## src/rtl/pc_pkg.sv

```systemverilog
// rtl/pc_pkg.sv - shared types and constants for the next-PC stage
// Holds the next-PC source select, the sequential increment and the default
// reset/exception vectors used as parameter defaults by pc_next_unit.
package pc_pkg;

    typedef enum logic [2:0] {
        PC_SEQ,
        PC_BR,
        PC_J,
        PC_JR,
        PC_EXC
    } pc_sel_e;

    localparam int          PC_INCR          = 4;
    localparam logic [31:0] DEF_RESET_VECTOR = 32'h0000_0000;
    localparam logic [31:0] DEF_EXC_VECTOR   = 32'h0000_0180;

endpackage

```

## src/rtl/pc_next_unit_if.sv

```systemverilog
// rtl/pc_next_unit_if.sv - control and status bundle of the next-PC stage
// slave modport (pc_next_unit): takes en, branch/jump/jr/link/ret/exception
// controls and their operands; drives pc, pc_plus4, ras_top, ras_valid,
// ras_overflow and misaligned. master modport is the mirror for the driver.
interface pc_next_unit_if #(
    parameter int ADDR_WIDTH = 32
);
    logic                  en;
    logic                  branch_taken;
    logic [ADDR_WIDTH-1:0] branch_offset;
    logic                  jump;
    logic [25:0]           jump_index;
    logic                  jump_reg;
    logic [ADDR_WIDTH-1:0] jr_target;
    logic                  link;
    logic                  ret;
    logic                  exception;
    logic [ADDR_WIDTH-1:0] pc;
    logic [ADDR_WIDTH-1:0] pc_plus4;
    logic [ADDR_WIDTH-1:0] ras_top;
    logic                  ras_valid;
    logic                  ras_overflow;
    logic                  misaligned;

    modport master (
        output en, branch_taken, branch_offset, jump, jump_index,
               jump_reg, jr_target, link, ret, exception,
        input  pc, pc_plus4, ras_top, ras_valid, ras_overflow, misaligned
    );

    modport slave (
        input  en, branch_taken, branch_offset, jump, jump_index,
               jump_reg, jr_target, link, ret, exception,
        output pc, pc_plus4, ras_top, ras_valid, ras_overflow, misaligned
    );
endinterface

```

## src/rtl/return_addr_stack.sv

```systemverilog
// rtl/return_addr_stack.sv - circular return-address stack for jr $ra prediction
// Ports: clk, rst (async, active high); push/pop strobes already qualified by
// the caller; din is the return address to push; top is the newest entry
// (0 when empty); valid = non-empty; overflow is sticky once a push has
// discarded the oldest entry.
module return_addr_stack #(
    parameter int ADDR_WIDTH = 32,
    parameter int RAS_DEPTH  = 4
) (
    input  logic                  clk,
    input  logic                  rst,
    input  logic                  push,
    input  logic                  pop,
    input  logic [ADDR_WIDTH-1:0] din,
    output logic [ADDR_WIDTH-1:0] top,
    output logic                  valid,
    output logic                  overflow
);
    localparam int PTR_W = $clog2(RAS_DEPTH);
    localparam int CNT_W = PTR_W + 1;
    localparam logic [CNT_W-1:0] FULL = CNT_W'(RAS_DEPTH);

    logic [ADDR_WIDTH-1:0] entries [RAS_DEPTH];
    logic [PTR_W-1:0]      ptr;
    logic [PTR_W-1:0]      ptr_m1;
    logic [CNT_W-1:0]      count;
    logic                  empty;

    assign ptr_m1 = ptr - PTR_W'(1);
    assign empty  = (count == '0);

    always_ff @(posedge clk or posedge rst) begin
        if (rst) begin
            ptr      <= '0;
            count    <= '0;
            overflow <= 1'b0;
            for (int i = 0; i < RAS_DEPTH; i++) begin
                entries[i] <= '0;
            end
        end else if (push && pop && !empty) begin
            // Call-through-return: replace the top in place.
            entries[ptr_m1] <= din;
        end else if (push) begin
            // When full the pointer sits on the oldest entry, so the write
            // below overwrites it and the count saturates.
            entries[ptr] <= din;
            ptr          <= ptr + PTR_W'(1);
            if (count == FULL) begin
                overflow <= 1'b1;
            end else begin
                count <= count + CNT_W'(1);
            end
        end else if (pop && !empty) begin
            ptr   <= ptr_m1;
            count <= count - CNT_W'(1);
        end
    end

    assign top   = empty ? '0 : entries[ptr_m1];
    assign valid = !empty;
endmodule

```

## src/rtl/pc_next_unit.sv

```systemverilog
// rtl/pc_next_unit.sv - PC register with prioritised next-PC select and RAS
// Ports: clk, rst (async, active high); bus (pc_next_unit_if.slave) carries
// the stall enable, branch/jump/jr/exception controls with their operands,
// link/ret RAS hints, and returns pc, pc_plus4, ras_top, ras_valid,
// ras_overflow and the combinational misaligned-JR flag.
module pc_next_unit
    import pc_pkg::*;
#(
    parameter int          ADDR_WIDTH   = 32,
    parameter logic [31:0] RESET_VECTOR = DEF_RESET_VECTOR,
    parameter logic [31:0] EXC_VECTOR   = DEF_EXC_VECTOR,
    parameter int          RAS_DEPTH    = 4
) (
    input  logic           clk,
    input  logic           rst,
    pc_next_unit_if.slave  bus
);
    localparam logic [ADDR_WIDTH-1:0] RST_PC = ADDR_WIDTH'(RESET_VECTOR);
    localparam logic [ADDR_WIDTH-1:0] EXC_PC = ADDR_WIDTH'(EXC_VECTOR);

    logic [ADDR_WIDTH-1:0] pc_q;
    logic [ADDR_WIDTH-1:0] pc_plus4;
    logic [ADDR_WIDTH-1:0] br_target;
    logic [ADDR_WIDTH-1:0] j_target;
    logic [ADDR_WIDTH-1:0] next_pc;
    logic                  misaligned;
    logic                  ras_upd;
    logic                  ras_push;
    logic                  ras_pop;
    pc_sel_e               sel;

    assign pc_plus4  = pc_q + ADDR_WIDTH'(PC_INCR);
    assign br_target = pc_plus4 + (bus.branch_offset << 2);

    // J keeps the region bits above the 28-bit pseudo-direct field.
    generate
        if (ADDR_WIDTH > 28) begin : g_j_region
            assign j_target = {pc_plus4[ADDR_WIDTH-1:28], bus.jump_index, 2'b00};
        end else begin : g_j_flat
            assign j_target = {bus.jump_index, 2'b00};
        end
    endgenerate

    // Only a JR that actually wins the priority can trap.
    assign misaligned = !bus.exception && bus.jump_reg && (bus.jr_target[1:0] != 2'b00);

    always_comb begin
        sel = PC_SEQ;
        if (bus.exception || misaligned) begin
            sel = PC_EXC;
        end else if (bus.jump_reg) begin
            sel = PC_JR;
        end else if (bus.jump) begin
            sel = PC_J;
        end else if (bus.branch_taken) begin
            sel = PC_BR;
        end
    end

    always_comb begin
        next_pc = pc_plus4;
        case (sel)
            PC_BR:   next_pc = br_target;
            PC_J:    next_pc = j_target;
            PC_JR:   next_pc = bus.jr_target;
            PC_EXC:  next_pc = EXC_PC;
            default: next_pc = pc_plus4;
        endcase
    end

    // An exception redirects even while stalled.
    always_ff @(posedge clk or posedge rst) begin
        if (rst) begin
            pc_q <= RST_PC;
        end else if (bus.exception) begin
            pc_q <= EXC_PC;
        end else if (bus.en) begin
            pc_q <= next_pc;
        end
    end

    assign ras_upd  = bus.en && !bus.exception && !misaligned;
    assign ras_push = ras_upd && bus.link && (bus.jump || bus.jump_reg);
    assign ras_pop  = ras_upd && bus.jump_reg && bus.ret;

    return_addr_stack #(
        .ADDR_WIDTH (ADDR_WIDTH),
        .RAS_DEPTH  (RAS_DEPTH)
    ) u_ras (
        .clk      (clk),
        .rst      (rst),
        .push     (ras_push),
        .pop      (ras_pop),
        .din      (pc_plus4),
        .top      (bus.ras_top),
        .valid    (bus.ras_valid),
        .overflow (bus.ras_overflow)
    );

    assign bus.pc         = pc_q;
    assign bus.pc_plus4   = pc_plus4;
    assign bus.misaligned = misaligned;
endmodule

```

## src/flat_wrapper.sv

```systemverilog
// flat-port wrapper written by rule: the top's interface ports become plain ports
module pc_next_unit_flat import pc_pkg::*;
#(
    parameter int          ADDR_WIDTH   = 32,
    parameter logic [31:0] RESET_VECTOR = DEF_RESET_VECTOR,
    parameter logic [31:0] EXC_VECTOR   = DEF_EXC_VECTOR,
    parameter int          RAS_DEPTH    = 4
)
  (clk, rst, bus_en, bus_branch_taken, bus_branch_offset, bus_jump, bus_jump_index, bus_jump_reg, bus_jr_target, bus_link, bus_ret, bus_exception, bus_pc, bus_pc_plus4, bus_ras_top, bus_ras_valid, bus_ras_overflow, bus_misaligned);
  pc_next_unit_if #(.ADDR_WIDTH(ADDR_WIDTH)) bus_i ();
  input  logic clk;
  input  logic rst;
  input wire logic [$bits(bus_i.en)-1:0] bus_en;
  input wire logic [$bits(bus_i.branch_taken)-1:0] bus_branch_taken;
  input wire logic [$bits(bus_i.branch_offset)-1:0] bus_branch_offset;
  input wire logic [$bits(bus_i.jump)-1:0] bus_jump;
  input wire logic [$bits(bus_i.jump_index)-1:0] bus_jump_index;
  input wire logic [$bits(bus_i.jump_reg)-1:0] bus_jump_reg;
  input wire logic [$bits(bus_i.jr_target)-1:0] bus_jr_target;
  input wire logic [$bits(bus_i.link)-1:0] bus_link;
  input wire logic [$bits(bus_i.ret)-1:0] bus_ret;
  input wire logic [$bits(bus_i.exception)-1:0] bus_exception;
  output wire logic [$bits(bus_i.pc)-1:0] bus_pc;
  output wire logic [$bits(bus_i.pc_plus4)-1:0] bus_pc_plus4;
  output wire logic [$bits(bus_i.ras_top)-1:0] bus_ras_top;
  output wire logic [$bits(bus_i.ras_valid)-1:0] bus_ras_valid;
  output wire logic [$bits(bus_i.ras_overflow)-1:0] bus_ras_overflow;
  output wire logic [$bits(bus_i.misaligned)-1:0] bus_misaligned;
  assign bus_i.en = bus_en;
  assign bus_i.branch_taken = bus_branch_taken;
  assign bus_i.branch_offset = bus_branch_offset;
  assign bus_i.jump = bus_jump;
  assign bus_i.jump_index = bus_jump_index;
  assign bus_i.jump_reg = bus_jump_reg;
  assign bus_i.jr_target = bus_jr_target;
  assign bus_i.link = bus_link;
  assign bus_i.ret = bus_ret;
  assign bus_i.exception = bus_exception;
  assign bus_pc = bus_i.pc;
  assign bus_pc_plus4 = bus_i.pc_plus4;
  assign bus_ras_top = bus_i.ras_top;
  assign bus_ras_valid = bus_i.ras_valid;
  assign bus_ras_overflow = bus_i.ras_overflow;
  assign bus_misaligned = bus_i.misaligned;
  pc_next_unit #(.ADDR_WIDTH(ADDR_WIDTH), .RESET_VECTOR(RESET_VECTOR), .EXC_VECTOR(EXC_VECTOR), .RAS_DEPTH(RAS_DEPTH)) u_core (.clk(clk), .rst(rst), .bus(bus_i));
endmodule
```

## config.mk

```make
export PLATFORM = sky130hd
export DESIGN_NAME = pc_next_unit_flat
export DESIGN_NICKNAME = d
export VERILOG_FILES = /design/src/rtl/pc_pkg.sv /design/src/rtl/pc_next_unit_if.sv /design/src/rtl/return_addr_stack.sv /design/src/rtl/pc_next_unit.sv /design/src/flat_wrapper.sv
export SDC_FILE = /design/constraint.sdc
export NUM_CORES = 1
export LEC_CHECK = 0
export CORE_MARGIN = 5
export CORE_UTILIZATION = 59
export CTS_BUF_LIST = sky130_fd_sc_hd__clkbuf_8
export CTS_CLUSTER_DIAMETER = 150
export DETAILED_ROUTE_END_ITERATION = 8
export PLACE_DENSITY = 0.95
export SETUP_SLACK_MARGIN = 0.05
export SLEW_MARGIN = 15
export SYNTH_ARGS = -nofsm -noshare
export SYNTH_HDL_FRONTEND = slang
export SYNTH_SLANG_ARGS = --single-unit
```

## constraint.sdc

```tcl
create_clock -name clk -period 10.8 [get_ports clk]
set_input_delay 2.16 -clock clk [delete_from_list [all_inputs] [get_ports clk]]
set_output_delay 2.16 -clock clk [all_outputs]
set_load 0.05 [all_outputs]
```

### Yosys cells after proc, flatten, opt, wreduce, memory -nomap -nowiden

Index checks and enable logic that the tools add are counted.

| storage, ports and cells | value |
|---|---|
| register bits | 166 |
| input bits | 99 |
| output and inout bits | 99 |
| logic and storage cells | 77 |

| cells by class | value |
|---|---|
| $add $sub $neg | 6 |
| magnitude comparators | 4 |
| equal/unequal tests | 6 |
| muxes and demuxes | 24 |
| bitwise operators | 3 |
| reduce and logical (&&, ||, !) cells | 26 |

Operators with widths:

| operator | number |
|---|---|
| $bwmux 128 | 2 |
| $mux 128 | 2 |
| $mux 32 | 7 |
| $demux 32 s2 | 2 |
| $pmux 32 s4 | 1 |
| $bmux 32 s2 | 1 |
| $add 32x3->32 const B | 1 |
| $add 32x32->32 | 1 |
| $mux 3 | 6 |
| $logic_and 1x1->1 | 13 |
| $reduce_bool 2->1 | 4 |
| $eq 3x2->1 const B | 2 |
| $eq 3x3->1 const B | 2 |
| $ge 3x3->1 const B | 2 |
| $lt 3x1->1 const B | 2 |
| $not 2->3 | 2 |
| $reduce_and 3->1 | 2 |
| $mux 2 | 2 |
| $add 3x1->3 const B | 1 |
| $eq 3x1->1 const B | 1 |
| $logic_not 1->1 | 3 |
| $logic_not 3->1 | 1 |
| $sub 3x1->3 const B | 1 |
| $add 2x1->2 const B | 1 |
| other kinds (6) | 7 |

### Longest topological paths before layout

| logic depth | value |
|---|---|
| depth in word-level cells | 11 |
| depth in mapped cells | 16 |
| gate-level depth less buffers | 15 |

### Hierarchy

A second synthesis with hierarchy kept.

| unflattened totals | value |
|---|---|
| cells, all modules | 961 |
| area total of the unflattened synthesis | 11162.0 µm² |

Modules (own cells, without submodules):

| module | times used | cells an instance | area an instance (µm²) | seq. area each (µm²) |
|---|---|---|---|---|
| return_addr_stack | 1 | 408 | 6855.3 | 3353.2 |
| pc_next_unit | 1 | 553 | 4306.6 | 800.8 |

### Worst setup path before layout

No wires, ideal clock.

| timing path | value |
|---|---|
| kind | reg-to-output |
| start | register u_core.u_ras.ptr[0] |
| end | output port bus_ras_top[24] |
| arrival time | 3.791 ns |
| required time | 8.640 ns |
| path slack | 4.849 ns |
| cell stages (with the launch flop) | 11 |
| buffers on the path | 6 |
| cells stage by stage | dfrtp_1 > clkbuf_1 > buf_1 > clkbuf_1 > inv_1 > ha_1 > clkbuf_1 > buf_1 > clkbuf_1 > mux4_2 > and2_1 |

| on the way | value |
|---|---|
| cells in the longest elaborated chain, start to end | 6 |

RTL lines:

| element | line | text |
|---|---|---|
| start: declaration | return_addr_stack.sv:24 | `logic [PTR_W-1:0] ptr;` |
| start signal: assignment | return_addr_stack.sv:47 | `ptr <= ptr + PTR_W'(1);` |
| start signal: assignment | return_addr_stack.sv:54 | `ptr <= ptr_m1;` |
| $sub 2x1->2 | return_addr_stack.sv:29 | `assign ptr_m1 = ptr - PTR_W'(1);` |
| via u_core.u_ras.ptr_m1[0] | return_addr_stack.sv:25 | `logic [PTR_W-1:0] ptr_m1;` |
| $not 2->3 (implied by the code) | return_addr_stack.sv:59 | `assign top = empty ? '0 : entries[ptr_m1];` |
| $bmux 32 s2 | return_addr_stack.sv:59 |  |
| $mux 32 (implied by the code) (2 in a row) | return_addr_stack.sv:59 |  |
| $mux 32 | return_addr_stack.sv:59 |  |
| end: declaration | flat_wrapper.sv:25 | `output wire logic [$bits(bus_i.ras_top)-1:0] bus_ras_top;` |

The timed path passes the listed nets, and every way through them passes these cells. The select of a mux whose other input is x is not followed.

### Final worst setup path

| timing path | value |
|---|---|
| start | input port bus_jump_reg |
| end | output port bus_misaligned |

| on the way | value |
|---|---|
| cells in the longest elaborated chain, start to end | 2 |

RTL lines:

| element | line | text |
|---|---|---|
| start: declaration | flat_wrapper.sv:18 | `input wire logic [$bits(bus_i.jump_reg)-1:0] bus_jump_reg;` |
| $logic_and 1x1->1 (2 in a row) | pc_next_unit.sv:45 | `assign misaligned = !bus.exception && bus.jump_reg && (bus.jr_target[1:0] != 2'b00);` |
| end: declaration | flat_wrapper.sv:28 | `output wire logic [$bits(bus_i.misaligned)-1:0] bus_misaligned;` |

Every way passes these cells.

==> key figures <==
Synthesis
  – Post-synth EDFFs: 0
  – Warnings from Yosys: 0
  – Synth Register Bits: 166
  – Synth Instances: 1107
  – Syn avg cell area: 9.38 um2
  – Ys flop type: dfrtp_1
  – Synth unique cells: 83
  – Post-synthesis sequential area ratio: 0.400
  – Post-Syn Area: 10400 um2
  – Post-synth ARST share: 1.00
  – Post-synth net total: 1247

Layout
  – Commonest cells after routing, fill and taps aside: 195 x clkdlybuf4s50_1, 166 x dfrtp_1, 157 x nor2_1
  – Area growth syn-to-layout: 23.7%
  – Layout filler cell count: 1140
  – Final cell count without fillers: 1501
  – Final #Nets: 1403
  – Ant diodes: 0
  – Fraction of layout cells with a size suffix above 1: 0.0933
  – Most common cell after layout, fill and taps aside: clkdlybuf4s50_1
  – Final core occ: 0.742

Drt
  – Vias: 9871
  – Vias per inst: 6.58
  – Drt pass-1 iters: 6
  – DRC: 0
  – Drt total wl: 33200 um
  – Starting DRT DRC Count: 1201
  – ANT nets after route: 0
  – WL per Instance: 22.1 um

Placement
  – Inst Count DP: 1469
  – I/O Buffers: 195
  – RD Place Congestion: 0.958
  – HPWL reported at the end of detailed placement: 23900 um

STA
  – Max-slew violations: 0
  – Final Hold Viols: 0
  – Max_slew headroom: 0.401
  – Setup_tns: 0 ps
  – Slew @ Worst Pin: 895 ps
  – Fin crit share: 0.591
  – Worst Skew: 13.2 ps
  – Setup violators final: 0
  – RSZ-0062 raised after global routing: false
  – Post-layout min period: 6390 ps
  – Fmax: 0.157 GHz
  – WHS: 478 ps

Critical path
  – Kind of critical path: in2out
  – RR Endpoint: u_core.bus.pc[31]
  – CP required: 8640 ps
  – Nature of the critical path startpoint: input pin
  – Crit-path max FO: 10
  – CP endpoint kind: primary output
  – FF-to-FF Start: u_core.bus.pc[2]
  – Critical Path AT: 4230 ps
  – Worst r2r path cells: 15
  – R2R setup slack: 5620 ps

Clock network
  – H-tree levels: 4
  – # clock sinks: 166
  – CTS root buf: clkbuf_8
  – # hold bufs at CTS: 0
  – CTS tree: done
  – Clk buf depth: 2
  – CTS clk-pin slew, worst paths: 80 ps
  – Setup Buffers After CTS: 0
  – Post-CTS sizing: 0
  – Clk_lat worst skew: 470 ps
  – Num CTS Buffers: 17

Floorplan
  – Die Area: 20300 um2
  – Row count: 48
  – Die Wd: 143 um
  – Core ar.: 17300 um2
  – Num ports: 198
  – Initial core utilization: 0.600
  – Die span in y: 143 um

Global routing
  – Vias in the first global route: 10000
  – First-pass GRT wire length: 52700 um
  – GRT Overall Usage: 0.330
  – Largest net degree at the start of global routing: 99
  – Initial antenna violation count: 0
  – Grt ovf: 0

Hold path
  – Hold Crit Endpoint: u_core.u_ras.overflow
  – Worst hold start: u_core.u_ras.overflow
  – Worst hold path class: reg2reg
  – WHS Path Cells: 1

Status
  – Status: complete, no violations

Flow run
  – MaxCap Viol Count: 0

Power
  – Max rail drop VDD: 0.233 mV
  – Static Leak: 5.70 nW
  – P per Cell Area: 242 nW/um2
worst max-delay path by stage:
stage,start,end,slack (ps),cells after the start
2_1_floorplan,rst,u_core.bus.pc[0],4150,1
3_3_place_gp,bus_jump_reg,bus_misaligned,4540,4
3_5_place_dp,bus_jump_reg,bus_misaligned,4520,4
4_1_cts,bus_jump_reg,bus_misaligned,4480,4
5_1_grt,bus_jump_reg,bus_misaligned,4360,4
6_report,bus_jump_reg,bus_misaligned,4410,4
worst max-delay path: stages:
cell             delay, ps
clkdlybuf4s50_1        690
o21ai_0                260
nor2_1                 260
clkdlybuf4s50_1        860
routing by layer:
metal  wire [um]  global-route usage  vias up
li1            -                   -     4306
met1       12200               0.424     4699
met2       15500               0.521      733
met3        3830              0.0934      133
met4        1620               0.154        0
met5           0                   0        -
where the power goes:
| group | total [mW] | internal (mW) | switching (mW) |
|---|---|---|---|
| Combinational | 1.67 | 0.684 | 0.988 |
| Sequential | 0.981 | 0.839 | 0.142 |
| Clock | 0.458 | 0.236 | 0.222 |
| Total | 3.11 | 1.76 | 1.35 |
area by class of cell:
class                   instances  area, um2  area share
flip-flops and latches        166       4150       0.324
multi-input cells             824       5770       0.450
inverters                      46        178      0.0138
well taps                     225        282      0.0219
clock inverters                13        140      0.0109
clock buffers                  19        262      0.0204
repair buffers                208       2050       0.160
state kept, by name, summed over array words and instances (netlist names):
name and flops:
u_core.u_ras.ptr 2, u_core.u_ras.overflow 1, u_core.u_ras.count 3, u_core.bus.pc 32, u_core.u_ras.entries 128
metrics by stage:
stage	power [mW]	setup slack, ps	cell area [um2]
2_1_floorplan	2.13	4150	10400
3_3_place_gp	2.58	4540	12400
3_5_place_dp	2.64	4520	12400
4_1_cts	3.11	4480	12800
5_1_grt	3.28	4360	12800
6_report	3.11	4410	12800
logic make-up after synthesis:
group | synth area share
simple gates | 0.166
compound gates | 0.196
flops | 0.400
buf+inv | 0.0479
mux | 0.0955
xor+xnor | 0.0438
fa+ha+maj | 0.0509
synthesized netlist by cell type (4+ instances only):
library cell    n  area share
clkbuf_1       39       0.014
o21ai_1         4      0.0019
a221o_1         6      0.0058
and4_1          5      0.0042
dfrtp_1       166        0.40
nand3_1        23       0.011
and2_1         35       0.021
a222oi_1        4      0.0039
nor2_1        159       0.057
o21bai_1        4      0.0029
a221oi_1       19       0.016
nor4_1          4      0.0024
a21oi_1       156       0.075
nor3_1         14      0.0068
nand2_1        54       0.020
nand2b_1        9      0.0054
o21ai_0        42       0.020
or4_1           4      0.0029
mux2_2         13       0.014
and3_1          8      0.0048
inv_1          44       0.016
o21a_1          7      0.0051
o22ai_1         5      0.0030
ha_1           39       0.047
xor2_1         28       0.024
o211ai_1        4      0.0029
mux4_2         32       0.069
mux2i_1         9      0.0087
buf_2          22       0.011
nand4_1        13      0.0078
a21o_1         21       0.015
buf_4           6      0.0043
xnor2_1        22       0.019
a211oi_1        6      0.0043
Power figures use the tool's default switching activity.
